## src/rtl/delayf_tap_ctrl.sv

```systemverilog
// delayf_tap_ctrl: command sequencer for a bank of DELAYF-style delay cells.
// Drives per-cell LOADN/MOVE/DIRECTION, watches CFLAG, and keeps a shadow
// tap count per channel. Supports load, single-step inc/dec and absolute set.
module delayf_tap_ctrl #(
    parameter int CHANNELS  = 4,
    parameter int TAP_W     = 7,
    parameter int INIT_TAP  = 0,
    parameter int MOVE_HOLD = 2,
    parameter int MOVE_GAP  = 2,
    parameter int CW        = (CHANNELS > 1) ? $clog2(CHANNELS) : 1
) (
    input  logic                      clk,
    input  logic                      rst,
    input  logic                      cmd_valid,
    output logic                      cmd_ready,
    input  logic [CW-1:0]             cmd_chan,
    input  logic [1:0]                cmd_op,
    input  logic [TAP_W-1:0]          cmd_value,
    output logic                      done,
    output logic                      err,
    output logic                      busy,
    output logic [CHANNELS*TAP_W-1:0] tap_value,
    output logic [CHANNELS-1:0]       loadn,
    output logic [CHANNELS-1:0]       move,
    output logic [CHANNELS-1:0]       direction,
    input  logic [CHANNELS-1:0]       cflag
);

    localparam int IW    = (CHANNELS > 1) ? $clog2(CHANNELS) : 1;
    localparam int CNT_W = 16;

    localparam logic [CNT_W-1:0] HOLD_C  = CNT_W'(MOVE_HOLD);
    localparam logic [CNT_W-1:0] GAP_C   = CNT_W'(MOVE_GAP);
    localparam logic [TAP_W-1:0] MAX_TAP = {TAP_W{1'b1}};
    localparam logic [TAP_W-1:0] INIT_V  = TAP_W'(INIT_TAP);

    localparam logic [1:0] OP_LOAD = 2'b00;
    localparam logic [1:0] OP_INC  = 2'b01;
    localparam logic [1:0] OP_DEC  = 2'b10;

    typedef enum logic [2:0] {
        S_INIT,
        S_IDLE,
        S_LOAD,
        S_SETUP,
        S_MOVE_HI,
        S_MOVE_LO,
        S_DONE
    } state_t;

    state_t           state;
    logic [CNT_W-1:0] cnt;
    logic [IW-1:0]    chan_q;
    logic [TAP_W-1:0] target_q;
    logic [TAP_W-1:0] taps [CHANNELS];

    logic [IW-1:0]    cmd_idx;
    logic             cmd_bad;
    logic [TAP_W-1:0] cur_tap;

    // Decode the incoming channel: index into the bank and out-of-range flag.
    always_comb begin
        cmd_idx = cmd_chan[IW-1:0];
        cmd_bad = (int'(cmd_chan) >= CHANNELS);
        cur_tap = taps[cmd_idx];
    end

    genvar g;
    for (g = 0; g < CHANNELS; g++) begin : g_tap
        assign tap_value[g*TAP_W +: TAP_W] = taps[g];
    end

    // Sequencer: state, pulse counters, shadow taps and all registered outputs.
    always_ff @(posedge clk) begin
        if (rst) begin
            state     <= S_INIT;
            cnt       <= '0;
            chan_q    <= '0;
            target_q  <= '0;
            loadn     <= '1;
            move      <= '0;
            direction <= '0;
            done      <= 1'b0;
            err       <= 1'b0;
            cmd_ready <= 1'b0;
            busy      <= 1'b1;
            for (int i = 0; i < CHANNELS; i++) begin
                taps[i] <= INIT_V;
            end
        end else begin
            done <= 1'b0;
            err  <= 1'b0;
            case (state)
                // Pulse every LOADN low so the cells match the shadow taps.
                S_INIT: begin
                    if (cnt < HOLD_C) begin
                        loadn <= '0;
                        cnt   <= cnt + 1'b1;
                    end else begin
                        loadn     <= '1;
                        cnt       <= '0;
                        cmd_ready <= 1'b1;
                        busy      <= 1'b0;
                        state     <= S_IDLE;
                    end
                end
                S_IDLE: begin
                    if (cmd_valid) begin
                        cmd_ready <= 1'b0;
                        busy      <= 1'b1;
                        chan_q    <= cmd_idx;
                        cnt       <= CNT_W'(1);
                        if (cmd_bad) begin
                            done  <= 1'b1;
                            err   <= 1'b1;
                            state <= S_DONE;
                        end else begin
                            case (cmd_op)
                                OP_LOAD: begin
                                    loadn[cmd_idx] <= 1'b0;
                                    state          <= S_LOAD;
                                end
                                OP_INC: begin
                                    if (cur_tap == MAX_TAP) begin
                                        done  <= 1'b1;
                                        err   <= 1'b1;
                                        state <= S_DONE;
                                    end else begin
                                        target_q           <= cur_tap + 1'b1;
                                        direction[cmd_idx] <= 1'b0;
                                        state              <= S_SETUP;
                                    end
                                end
                                OP_DEC: begin
                                    if (cur_tap == '0) begin
                                        done  <= 1'b1;
                                        err   <= 1'b1;
                                        state <= S_DONE;
                                    end else begin
                                        target_q           <= cur_tap - 1'b1;
                                        direction[cmd_idx] <= 1'b1;
                                        state              <= S_SETUP;
                                    end
                                end
                                default: begin
                                    // Setting the tap it already holds is a clean no-op.
                                    if (cmd_value == cur_tap) begin
                                        done  <= 1'b1;
                                        state <= S_DONE;
                                    end else begin
                                        target_q           <= cmd_value;
                                        direction[cmd_idx] <= (cmd_value < cur_tap);
                                        state              <= S_SETUP;
                                    end
                                end
                            endcase
                        end
                    end
                end
                S_LOAD: begin
                    if (cnt < HOLD_C) begin
                        cnt <= cnt + 1'b1;
                    end else begin
                        loadn[chan_q] <= 1'b1;
                        taps[chan_q]  <= INIT_V;
                        done          <= 1'b1;
                        state         <= S_DONE;
                    end
                end
                // Direction settled for one cycle before the first MOVE edge.
                S_SETUP: begin
                    move[chan_q] <= 1'b1;
                    cnt          <= CNT_W'(1);
                    state        <= S_MOVE_HI;
                end
                S_MOVE_HI: begin
                    if (cnt < HOLD_C) begin
                        cnt <= cnt + 1'b1;
                    end else begin
                        // The cell steps on the MOVE falling edge; track it here.
                        move[chan_q] <= 1'b0;
                        taps[chan_q] <= direction[chan_q] ? taps[chan_q] - 1'b1
                                                          : taps[chan_q] + 1'b1;
                        cnt          <= CNT_W'(1);
                        state        <= S_MOVE_LO;
                    end
                end
                S_MOVE_LO: begin
                    if (cnt < GAP_C) begin
                        cnt <= cnt + 1'b1;
                    end else if (cflag[chan_q]) begin
                        direction <= '0;
                        done      <= 1'b1;
                        err       <= 1'b1;
                        state     <= S_DONE;
                    end else if (taps[chan_q] != target_q) begin
                        move[chan_q] <= 1'b1;
                        cnt          <= CNT_W'(1);
                        state        <= S_MOVE_HI;
                    end else begin
                        direction <= '0;
                        done      <= 1'b1;
                        state     <= S_DONE;
                    end
                end
                S_DONE: begin
                    cmd_ready <= 1'b1;
                    busy      <= 1'b0;
                    state     <= S_IDLE;
                end
                default: begin
                    state <= S_INIT;
                end
            endcase
        end
    end

endmodule

```

## config.mk

```make
export PLATFORM = sky130hd
export DESIGN_NAME = delayf_tap_ctrl
export DESIGN_NICKNAME = d
export VERILOG_FILES = /design/src/rtl/delayf_tap_ctrl.sv
export SDC_FILE = /design/constraint.sdc
export NUM_CORES = 1
export LEC_CHECK = 0
export CORE_UTILIZATION = 50
export DETAILED_ROUTE_END_ITERATION = 8
export PLACE_DENSITY = 0.71
export SLEW_MARGIN = 40
export SYNTH_ARGS = -nofsm -noshare
export SYNTH_HDL_FRONTEND = slang
export SYNTH_SLANG_ARGS = --single-unit
```

## constraint.sdc

```tcl
create_clock -name clk -period 4 [get_ports clk]
set_input_delay 0.6 -clock clk [delete_from_list [all_inputs] [get_ports clk]]
set_output_delay 0.6 -clock clk [all_outputs]
set_load 0.05 [all_outputs]
```

# == After elaboration in Yosys (flattened, before gate mapping) ==
# Memory sizes are Yosys's and may differ from the RTL's. A register that Yosys moved wholly into a read port is not among the register bits.
# Cells that the tools add are included.
# totals
reg_bits,44
ramBits,28
in_bits,18
out_inout_bits,44
wordCells,170
n_memories,1
# memory_table
memory,depth,width,read_ports,rd_ports_with_merged_regs,write_ports,line_no,rtl
taps,4,7,6,1,4,55,logic [TAP_W-1:0] taps [CHANNELS];
# op_classes
n_addsub,5
magnitude_cmp,6
eq_ne,30
mux,88
bitwise,10
reduce_logical,19
# op_table
op,n
$mux 16,7
$pmux 16 s6,1
$mux 4,15
$mux 7,6
$pmux 4 s3,3
$mux 1,28
$mux 3,8
$ne 2x2->1 const B,12
$pmux 3 s7,1
$pmux 7 s3,1
$add 16x1->16 const B,1
$lt 16x2->1 const B,1
$ne 3x3->1 const B,5
$reduce_and 5->1,3
$add 7x1->7 const B,2
$sub 7x1->7 const B,2
$and 4x4->4,3
$or 4x4->4,3
$pmux 1 s3,4
$mux 2,5
$eq 3x3->1 const B,3
$pmux 3 s3,1
$reduce_bool 3->1,3
$not 4->4,2
other kinds (31),38

# == Logic depth before layout (Yosys ltp) ==
# Gate-level depths: netlist (run 1).
# depth
ltp_word,10
ltp_mapped,11
depth_no_buf,9

# == Least setup slack after synthesis (run 1) ==
# No wires, ideal clock.
# synth_timing
kind,reg2reg
from,register chan_q[1]
to,memory taps[0][6] (data pin)
setup_ns,0.168
t_arrival_ns,2.721
t_required_ns,3.832
setup_slack_ns,1.111
stages_incl_launch_ff,10
n_path_buf,1
period_less_slack_ns,2.889
path_cell_list,dfxtp_1 clkbuf_1 mux4_2 ha_1 nor2b_1 o21ai_0 a21oi_1 o21a_1 or3_1 a211oi_1
# synth_lines
element,line_no,rtl
start: declaration,53,logic [IW-1:0] chan_q;
start signal: assignment,111,chan_q <= cmd_idx;
end: declaration,55,

# == Worst setup path in the final report (run 1) ==
# layout_timing
from,input port cmd_chan[0]
to,register target_q[0]
# layout_between
elab_chain_len,4
word_cells_on_any_way,13
classes_between,add/sub: 2; eq/ne: 5; mux: 3; reduce/logical: 2; memory: 1
# layout_lines
element,line_no,rtl
start: declaration,16,"input logic [CW-1:0] cmd_chan,"
$mem_v2 4x7 *,-,
$sub 7x1->7 (tied with other cells),140,target_q <= cur_tap - 1'b1;
$mux 7 (tied with other cells),135,if (cur_tap == '0) begin
$pmux 7 s3 or $reduce_and 6->1 (tied branches),-,
end signal: assignment,129,target_q <= cur_tap + 1'b1;
end signal: assignment,140,
end signal: assignment,151,target_q <= cmd_value;
end: declaration,54,logic [TAP_W-1:0] target_q;
# Mark *: on every way between the ends. The rest lies on a longest branch, timed or not. The select of a mux whose other input is x is not followed.
# A chain may end at the register's enable or synchronous reset.

==> results of run 1 <==
==> synthesized netlist by cell type, types with 7 or more instances <==
| master | count | area share |
|---|---|---|
| dfxtp_1 | 46 | 0.20 |
| inv_1 | 30 | 0.025 |
| a31oi_1 | 7 | 0.0097 |
| xnor2_1 | 14 | 0.027 |
| nand2_1 | 45 | 0.038 |
| mux4_2 | 16 | 0.080 |
| edfxtp_1 | 28 | 0.19 |
| nor3_1 | 15 | 0.017 |
| a21oi_1 | 25 | 0.028 |
| clkbuf_1 | 16 | 0.013 |
| nand3_1 | 12 | 0.013 |
| and3_1 | 11 | 0.015 |
| o21ai_0 | 22 | 0.024 |
| nor2b_1 | 12 | 0.017 |
| ha_1 | 22 | 0.061 |
| a211oi_1 | 11 | 0.018 |
| a21o_1 | 8 | 0.013 |
| nor2_1 | 48 | 0.040 |
==> state kept, by name, summed over array words and instances, names as in the netlist, named ones only <==
signal and flops:
busy 1, err 1, chan_q 2, target_q 7, loadn 4, state 3, done 1, taps 28
cnt 16, cmd_ready 1, direction 4
==> metal layers <==
| metal | wire length [um] | vias to the layer above |
|---|---|---|
| met5 | 0 | - |
| met1 | 5360 | 1880 |
| met3 | 1080 | 17 |
| met2 | 5180 | 182 |
| li1 | - | 1876 |
| met4 | 189 | 0 |
==> critical path: stages <==
cell and delay, ns:
clkdlybuf4s50_1 0.77, mux4_2 0.62, inv_1 0.09, ha_1 0.26, nand4_1 0.10, nor2_1 0.08, a311oi_1 0.41, nand3_2 0.30
a211o_1 0.34, a21oi_1 0.14
==> where the power goes <==
part | leakage [nW] | switching [W] | internal, W
combinational | 1.32 | 0.000527 | 0.000337
clock | 0.102 | 0.000306 | 0.000286
sequential | 0.663 | 0.000106 | 0.000859
total | 2.08 | 0.000939 | 0.00148
==> cells by family (layout without fill, tap and decap cells) <==
family | after synthesis | after routing | share of synthesized area
compound gates | 118 | 118 | 0.183
simple gates | 174 | 174 | 0.188
xor+xnor | 15 | 15 | 0.0292
mux | 21 | 21 | 0.0915
flops | 74 | 74 | 0.391
buf+inv | 52 | 111 | 0.0464
fa+ha+maj | 24 | 24 | 0.0701
==> area by class of cell <==
cell class / instances / area (um2)
clock buffer: 12 / 168
multi-input combinational: 352 / 2530
fill: 747 / 3340
inverter: 30 / 113
sequential: 74 / 1760
clock inverter: 4 / 28.8
tap: 108 / 135
timing repair buffer: 65 / 641
==> per-stage QoR <==
stage,total power [W],util
after floorplan,0.00160,-
after global placement,0.00182,0.594
after detailed placement,0.00184,0.594
after CTS,0.00243,0.616
after global routing,0.00255,0.616
final,0.00242,0.616
==> worst min path at each step <==
stage / end / slack (ns) / cells past startpoint
3_3_place_gp: cmd_ready / 0.45 / 1
2_1_floorplan: target_q[0] / 0.44 / 2
3_5_place_dp: cnt[15] / 0.46 / 1
6_report: cnt[15] / 0.47 / 1
5_1_grt: cnt[15] / 0.48 / 1
4_1_cts: cnt[15] / 0.47 / 1
==> qor.yml, run 1 <==
die:
  start_util: 0.516
  die-width_um: 96.9
  rows: 34
  pin_count: 62
  die-area_mm2: 0.00938
  die_height_um: 96.9
  coreArea_mm2: 0.00872
sta:
  relSlewSlack: 0.532
  fmaxAchievable_mhz: 291
  whs_ns: 0.467
  drv_slew: 0
  worst_pin_slew_ns: 0.700
  fin_ws_ns: 0.561
  tns_ns: 0
  hold_viol: 0
  setup_viol: 0
  clock_skew_ns: 0.00852
  post-route-period-util: 0.860
  fin_crit_ns: 3.44
  rsz0062_at_grt: "false"
synth:
  syn_nets: 520
  yosysWarnings: 0
  synthArstFlopShare: 0
  synth_cells: 478
  syn_avg_cell_area_um2: 9.42
  syn_area_mm2: 0.00450
  ys_seq_elements: 74
  synth_ff_type: "dfxtp_1"
  synth-seq-area-share: 0.391
  synth-edff-count: 28
  synth.distinct_cells: 61
final_layout:
  mostFrequentLayoutCell: "clkdlybuf4s50_1"
  design_area_mm2: 0.00538
  most-common-layout-cells: "clkdlybuf4s50_1, nor2_1, dfxtp_1, nand2_1, inv_1"
  antenna_cells: 0
  fin_cells: 645
  final_nets: 574
  drive_gt1_frac: 0.0838
  area_growth_pct: 19.5
worst_setup_path:
  cp-startpoint: "cmd_chan[0]"
  startpoint_type: "primary input"
  crit_type: "in2reg"
  worstRegToRegCells: 8
  r2r-start: "chan_q[1]"
  required_ns: 4.27
  arrival_ns: 3.71
  r2r-end: "taps[2][6]"
  critPathMaxFanout: 11
  timing.reg2reg.setup_slack_ns: 0.80
  critPathCapture: "target_q[0]"
  crit_path_end_kind: "flip-flop"
global_route:
  gr-total-overflow: 0
  grtUsageTotal: 0.257
  grt_pass1_vias: 3682
  busiest_layer: "met1"
  grtUsageMet3: 0.0390
  use_met1: 0.382
  antenna_found_initial: 0
  grt_pass1_wl_mm: 19.2
  grt_max_degree: 30
  use_met2: 0.380
drt:
  vias: 3955
  viasPerCell: 6.13
  routed_wl_mm: 11.8
  wl_per_cell_um: 18.3
  final_antenna_net_count: 0
  drtIter0Drc: 332
  drc_errors: 0
  drt_pass1_iterations: 5
clocking:
  htreeDepth: 3
  cts_resized: 0
  path_clk_slew_ns: 0.08
  cts_root_buffer: "clkbuf_8"
  tritoncts: "yes"
  clk_path_buf_depth: 2
  clk_latency_ns: 0.35
  holdBufCountCts: 0
  cts_setup_buffers: 0
  cts.sinks: 74
  numCtsBuffers: 9
hold_path:
  hold_start: "cnt[15]"
  hold_path_class: "reg2reg"
placement:
  dpl_worst_slack_ns: 0.195
  portBuffers: 61
  placed_area_mm2: 0.00518
  gp_congestion: 0.886
  dp_hpwl_mm: 8.91
  dpl.cell_count: 629
power_and_ir_drop:
  ir_worst_vdd_mv: 0.203
  pwr_density_cell_mw_per_mm2: 450
  p_leak_nw: 2.08
outcome:
  status: "complete, no violations"
flow_run:
  cap_violations: 0
No activity file was read; power rests on OpenSTA's default activity.
==> run 2: changes to the inputs <==
--- a/config.mk
+++ b/config.mk
@@ -6,7 +6,8 @@
 export NUM_CORES = 1
 export LEC_CHECK = 0
-export CORE_UTILIZATION = 50
+export CORE_UTILIZATION = 51
 export DETAILED_ROUTE_END_ITERATION = 8
-export PLACE_DENSITY = 0.71
+export PLACE_DENSITY = 0.72
+export RECOVER_POWER = 25
 export SLEW_MARGIN = 40
 export SYNTH_ARGS = -nofsm -noshare
==> constraint.sdc (replaced) <==
create_clock -name clk -period 4 [get_ports clk]
set_input_delay 0.8 -clock clk [delete_from_list [all_inputs] [get_ports clk]]
set_output_delay 0.8 -clock clk [all_outputs]
set_load 0.05 [all_outputs]
==> run 2 against run 1 <==
First-iteration DRC count is 9.9% lower. Register-to-register slack better by 0.04 ns. Sequential power is 0.7% lower. Critical endpoint unchanged. Utilization rose by 2.6 points. Largest power group unchanged. Wire length grew 3.2%. Critical path type unchanged. Clock-buffer cell count fell by 1. Sequential cell count stayed put. Global-route usage increased by 2.2 points. Worst setup slack got worse by 0.11 ns. Critical path depth increased by 1. Cell count shrank 0.31%.
==> qor.yml, run 2 (synthesized netlist as in run 1, its figures left out) <==
sta:
  hold_viol: 0  # unchanged
  relSlewSlack: 0.252  # -0.281
  whs_ns: 0.469  # +0.00125 ns
  setup_viol: 0  # unchanged
  worst_pin_slew_ns: 1.12  # +0.423 ns
  clock_skew_ns: 0.0121  # +0.00362 ns
  fmaxAchievable_mhz: 282  # -3.1%
  drv_slew: 0  # unchanged
  fin_crit_ns: 3.55  # +0.111 ns
  tns_ns: 0  # unchanged
  post-route-period-util: 0.887  # +0.0276
  rsz0062_at_grt: "false"
die:
  coreArea_mm2: 0.00838  # -3.9%
  die_height_um: 95.9  # -0.97%
  rows: 33  # -2.9%
  start_util: 0.537  # +0.0209
  pin_count: 62  # unchanged
  die-width_um: 95.9  # -0.97%
  die-area_mm2: 0.00920  # -1.9%
worst_setup_path:
  worstRegToRegCells: 8  # unchanged
  crit_type: "in2reg"
  crit_family: "compound AO/OA/AOI/OAI gates"
  startpoint_type: "primary input"
  critPathBufInv: 3  # +1
  crit_path_end_kind: "flip-flop"
  arrival_ns: 3.83  # +0.12 ns
  crit_cells: 11  # +1
  cp_slowest_cell: "mux4_2"
  critPathMaxFanout: 13  # +2
  max_stage_delay_ns: 0.59  # -0.18 ns
  required_ns: 4.28  # about the same
  crit_chain: "clkdlybuf4s50_1, buf_4, mux4_2, inv_1, ha_1, nand4_1, nor2_1, a311oi_1, nand3_2, a211o_1, a21oi_1"
power_and_ir_drop:
  total_power_w: 0.00244  # +0.86%
  ir_worst_vdd_mv: 0.236  # +16%
  pwr_density_cell_mw_per_mm2: 453  # +0.67%
  p_leak_nw: 2.10  # +1.1%
  combinationalPowerShare: 0.357  # about the same
  p_sw_w: 0.000931  # -0.85%
  p_int_w: 0.00151  # +1.9%
  pwr-share-clk: 0.250  # +0.006
  p_sw_frac: 0.381  # -0.00658
  pwr-share-seq: 0.392  # -0.007
final_layout:
  most-common-layout-cells: "clkdlybuf4s50_1, nor2_1, dfxtp_1, nand2_1, inv_1"
  reg_top3: "taps: 28 flops, cnt: 16 flops, target_q: 7 flops"
  largest_reg_flops: 28  # unchanged
  drive_gt1_frac: 0.0799  # -0.00387
  mostFrequentLayoutCell: "clkdlybuf4s50_1"
  antenna_cells: 0  # unchanged
  area_growth_pct: 19.7
  regMostFlops: "taps"
  design_area_mm2: 0.00539  # +0.19%
  fin_cells: 643  # -0.31%
  final_nets: 576  # +0.35%
clocking:
  cts_root_buffer: "clkbuf_8"
  holdBufCountCts: 0  # unchanged
  path_clk_slew_ns: 0.08  # about the same
  htreeDepth: 3  # unchanged
  cts_resized: 0  # unchanged
  tritoncts: "yes"
  clk_latency_ns: 0.36  # about the same
  cts.sinks: 74  # unchanged
  cts_setup_buffers: 0  # unchanged
  numCtsBuffers: 9  # unchanged
  clk_path_buf_depth: 2  # unchanged
placement:
  placed_area_mm2: 0.00519  # +0.22%
  dpl.cell_count: 628  # -0.16%
  dp_hpwl_mm: 9.07  # +1.8%
  gp_congestion: 0.985  # +11%
  portBuffers: 61  # unchanged
drt:
  drtIter0Drc: 299  # -9.9%
  drt_pass1_iterations: 5  # unchanged
  viasPerCell: 6.29  # +2.6%
  routed_wl_mm: 12.2  # +3.2%
  wl_per_cell_um: 19.0  # +3.6%
  final_antenna_net_count: 0  # unchanged
  drc_errors: 0  # unchanged
  vias: 4044  # +2.3%
global_route:
  grt_pass1_wl_mm: 19.0  # -1.1%
  grt_pass1_vias: 3663  # -0.52%
  antenna_found_initial: 0  # unchanged
  grt_max_degree: 30  # unchanged
  gr-total-overflow: 0  # unchanged
  grtUsageTotal: 0.279  # +0.0224
hold_path:
  min_path_cells: 1  # unchanged
  hold_path_class: "reg2reg"
flow_run:
  cap_violations: 0  # unchanged
outcome:
  status: "complete, no violations"
-- run 2: changes by cell type in the layout (fill, tap and decap cells not counted), sizes merged --
cell,change
inv,-2
clkdlybuf4s50,-12
bufinv,+1
dlygate4sd3,+12
clkbuf,+1
clkinv,+2
clkinvlp,-1
-- run 2: final cells by class --
type                            count  area, um2
Clock buffer                       11        153
Clock inverter                      4       50.0
Fill cell                         688       3000
Inverter                           30        113
Multi-Input combinational cell    352       2530
Sequential cell                    74       1760
Tap cell                          105        131
Timing Repair Buffer               67        648
-- run 2: power groups by stage --
stage,Clock (W),Combinational (W),Sequential [W]
6_report,0.000611,0.000872,0.000958
2_1_floorplan,0,0.000527,0.00107
3_5_place_dp,0,0.000871,0.000974
3_3_place_gp,0,0.000856,0.000970
4_1_cts,0.000616,0.000876,0.000957
5_1_grt,0.000650,0.000948,0.000971
-- run 2: layer usage --
metal | GRT usage | wire (um) | share of wire | vias to the layer above
li1 | - | - | - | 1868
met1 | 0.404 | 5500 | 0.45 | 1920
met2 | 0.409 | 5310 | 0.44 | 235
met3 | 0.0648 | 1160 | 0.095 | 21
met4 | 0.0995 | 215 | 0.018 | 0
met5 | 0 | 0 | 0 | -
-- run 2: worst paths after layout --
path               startpoint          end  slack [ns]
hold / removal        cnt[15]      cnt[15]        0.47
setup reg to reg    flip-flop   taps[0][6]        0.84
hold reg to reg       cnt[15]      cnt[15]        0.47
setup / recovery  cmd_chan[0]  target_q[0]        0.45
-- run 2: stage by stage --
step / worst slack, ns / util
after floorplan: 0.952 / -
after global placement: 0.265 / 0.619
after detailed placement: 0.137 / 0.619
after CTS: 0.502 / 0.644
after global routing: 0.278 / 0.643
final: 0.451 / 0.643
-- run 2: worst reg2reg max path, delay by kind of cell (launching register included) --
kind                     cells  cell delay (ns)
AO/OA/AOI/OAI                4             0.80
adder cells (fa/ha/maj)      1             0.38
flip-flops                   1             0.61
multiplexers                 1             0.63
AND/OR/NAND/NOR              2             0.57
==> variant 1: new RTL, config.mk and constraints of run 1 <==
Set the parameter `CHANNELS` to 8 (it was 4).
--- a/src/rtl/delayf_tap_ctrl.sv
+++ b/src/rtl/delayf_tap_ctrl.sv
@@ -2,7 +2,7 @@
 // Drives per-cell LOADN/MOVE/DIRECTION, watches CFLAG, and keeps a shadow
 // tap count per channel. Supports load, single-step inc/dec and absolute set.
 module delayf_tap_ctrl #(
-    parameter int CHANNELS  = 4,
+    parameter int CHANNELS  = 8,
     parameter int TAP_W     = 7,
     parameter int INIT_TAP  = 0,
     parameter int MOVE_HOLD = 2,
Interface: changed (6 resized); port bits go from 62 to 107. No check against the original RTL was run, so the function may have changed too.
==> variant 1 against run 1 <==
Power is 80% higher. Setup slack worse by 0.26 ns. Worst hold slack lost 0.025 ns. Sequential cell count grew 42. Area after synthesis grew 57%. Clock skew increased by 0.0013 ns. Cell area increased by 68%. Synthesized cell count is 52% higher. Routed wire length is 94% higher. Critical endpoint is now taps[6][6]. Highest routed layer unchanged.
==> variant 1: results <==
metrics = {
    "synth": {
        "synth_edf_count": 56,
        "synth_common_cells": "nor2_1 (90), nand2_1 (84), dfxtp_1 (60), edfxtp_1 (56), a21oi_1 (43)",
        "synthXorXnorAreaFrac_pct": 2.07,
        "synthAdderAreaFrac_pct": 4.46,
        "syn-num-nets": 772,
        "synthTopCellsByArea": "edfxtp_1 (24%), dfxtp_1 (17%), mux4_2 (5.1%)",
        "synthMuxAreaShare_pct": 11.9,
        "synth_compound_area_share_pct": 18.0,
        "syn_area_per_cell_um2": 9.75,
    },
    "global_routing": {
        "grt_pass1_vias": 6176,
        "grt_max_degree": 53,
    },
    "layout": {
        "drive_above_1_share_pct": 12.8,
        "top_regs": "taps (56), cnt (16)",
        "num-fill-cells": 1115,
    },
    "place": {
        "hpwl_um": 16900,
        "portBuffers": 106,
        "gp_congestion": 0.986,
        "placed_cells": 1001,
    },
    "power_and_ir_drop": {
        "power_frac_seq_pct": 33.8,
        "comb-power_mw": 1.29,
        "ir_worst_vdd_uv": 581,
        "p_sw_share_pct": 37.1,
        "p_leak_nw": 3.33,
    },
    "critical_path": {
        "critPathMaxFanout": 17,
        "cp.arrival_ns": 3.87,
        "cp_slowest_cell": "dfxtp_1",
        "max_stage_delay_ns": 0.63,
    },
    "clocking": {
        "cts_max_level": 4,
        "numCtsBuffers": 17,
        "root_buffer": "clkbuf_16",
        "cts.clk_slew.worst_paths_ns": 0.06,
        "clk_latency_ns": 0.43,
    },
    "routing": {
        "vias": 6516,
        "first_pass_iters": 6,
        "drt_iter0_markers": 794,
    },
    "sta": {
        "relSlewSlack_pct": 51.1,
    },
    "run_status": {
        "outcome": "finished clean",
    },
}
==> variant 1: cell count changes after synthesis, sizes merged, moves of 9 or more <==
cell	before	now
nor2	48	90
nand2	45	84
edfxtp	28	56
mux2i	4	29
a21oi	25	43
and2	6	20
dfxtp	46	60
o41ai	0	9
==> variant 1: layer usage <==
metal	routed length, um	part of all wire, %	global-route usage, %	vias to the layer above
li1	-	-	-	2938
met1	9510	42	43.4	3134
met2	10700	47	50.4	388
met3	2060	9.0	6.91	56
met4	640	2.8	13.1	0
met5	0	0	0	-
==> variant 1: path summary, 6_finish.rpt <==
check / start / endpoint / slack (ns) / depth (start not counted)
worst max register to register: chan_q[2] / taps[6][6] / 0.30 / 12
worst min register to register: cnt[12] / cnt[12] / 0.44 / 1
worst max-delay path: chan_q[2] / taps[6][6] / 0.30 / 12
worst min-delay path: cnt[12] / cnt[12] / 0.44 / 1
==> variant 1: worst max-delay path, delay by kind of cell (launching register included) <==
| family | cells | cell delay (ns) |
|---|---|---|
| simple gates | 5 | 1.14 |
| compound gates | 5 | 0.87 |
| flops | 1 | 0.63 |
| fa+ha+maj | 1 | 0.57 |
| xor+xnor | 1 | 0.23 |
==> variant 1: through the flow <==
| step | worst slack (ns) | hold WS, ns | instance area (um2) |
|---|---|---|---|
| global route | 0.0307 | 0.463 | 9030 |
| CTS | 0.327 | 0.446 | 9030 |
| detailed placement | 0.0582 | 0.436 | 8420 |
| floorplan | 0.663 | 0.424 | 7070 |
| finish | 0.297 | 0.443 | 9030 |
| global placement | 0.141 | 0.430 | 8410 |
==> variant 1: layout make-up <==
type / count / share of cell area [%]
multi-input combinational: 540 / 43.4
sequential: 116 / 31.9
timing repair buffer: 131 / 14.0
clock buffer: 17 / 4.71
tap: 180 / 2.49
clock inverter: 15 / 2.04
inverter: 34 / 1.41
==> variant 2: new RTL, settings of run 1 <==
Without the edit above. Reset style: asynchronous (`rst`), changed in one clocked block.
--- a/src/rtl/delayf_tap_ctrl.sv
+++ b/src/rtl/delayf_tap_ctrl.sv
@@ -71,7 +71,7 @@
     end
 
     // Sequencer: state, pulse counters, shadow taps and all registered outputs.
-    always_ff @(posedge clk) begin
+    always_ff @(posedge clk or posedge rst) begin
         if (rst) begin
             state     <= S_INIT;
             cnt       <= '0;
Formal check against the unedited RTL: differs if rst is asserted again (counterexample within 4 cycles, from zero or initial values and one cycle with rst high); with rst held inactive, the same outputs for 10 cycles.
==> variant 2 against run 1 <==
Global-route usage up 0.68 points. Sequential cell count down 2. Critical path depth unchanged. Sequential share of layout area up 0.32 points. Non-clock buffer count up 2. Routed wire length up 0.56%. Cell area up 1.6%. Area after synthesis up 1.1%. Setup slack better by 0.020 ns.
Power is not compared: it rests on default switching activity, and its combinational part moved more than twofold at a synthesized area within 25%.
==> variant 2: results <==
metrics = {
    "run_status": {
        "outcome": "finished clean",
    },
    "layout": {
        "drive_above_1_share_pct": 11.3,
        "regArea_mm2": 0.00181,
        "multi_input_cells": 359,
        "clock_area_share_pct": 3.85,
        "buf_share_pct": 12.0,
        "clock_buffers": 10,
        "num-nonclk-inverters": 19,
        "multiInputGateArea_mm2": 0.00258,
    },
    "sta": {
        "relSlewSlack_pct": 51.7,
    },
    "synth": {
        "synth_common_cells": "dfrtp_1 (67), nand2_1 (51), nor2_1 (39), a21oi_1 (32), o21ai_0 (32)",
        "ys.flop_type": "dfrtp_1",
        "syn-num-nets": 508,
        "ys_seq_area_share_pct": 39.8,
        "synthAdderAreaFrac_pct": 6.93,
        "synthDistinctLibCells": 53,
    },
    "place": {
        "dpl_cell_area_mm2": 0.00525,
        "gp_congestion": 0.870,
        "place_worst_setup_slack_ns": 0.251,
    },
    "routing": {
        "wl_met2_um": 5310,
        "route.met3.wl_um": 811,
    },
    "global_routing": {
        "grt_pass1_wl_um": 19700,
        "grt_usage_pct": 26.4,
        "grtUsageMet2_pct": 38.0,
    },
    "critical_path": {
        "critPathMaxFanout": 8,
        "r2r_start": "chan_q[0]",
    },
    "die": {
        "core_region_area_mm2": 0.00876,
    },
}
[variant 2: cell count changes in the layout (fill, tap and decap cells not counted), moves of 7 or more]
cell | run 1 | this run
dfxtp_1 | 46 | 0
o31ai_1 | 1 | 10
edfxtp_1 | 28 | 0
nor2_1 | 48 | 39
inv_1 | 30 | 18
mux2_2 | 1 | 10
o21ai_0 | 22 | 32
a31oi_1 | 7 | 14
dfrtp_1 | 0 | 67
a211oi_1 | 11 | 3
[variant 2: critical path, cell delays in order]
cell and delay, ns:
clkdlybuf4s50_1 0.81, mux4_2 0.67, inv_1 0.10, ha_1 0.23
nor2b_1 0.13, o31ai_1 0.23, a21oi_1 0.10, o41ai_1 0.48
nand2_1 0.14, o22ai_1 0.18
[variant 2: final timing paths]
path                                      end  cells past startpoint  slack, ns
worst min register to register           busy                      2       0.49
max in group asynchronous                busy                      3       2.60
worst max-delay path             direction[1]                     10       0.58
min in group asynchronous       tap_value[27]                      2       0.65
worst max register to register   tap_value[5]                      7       0.81
worst min-delay path                     busy                      2       0.49
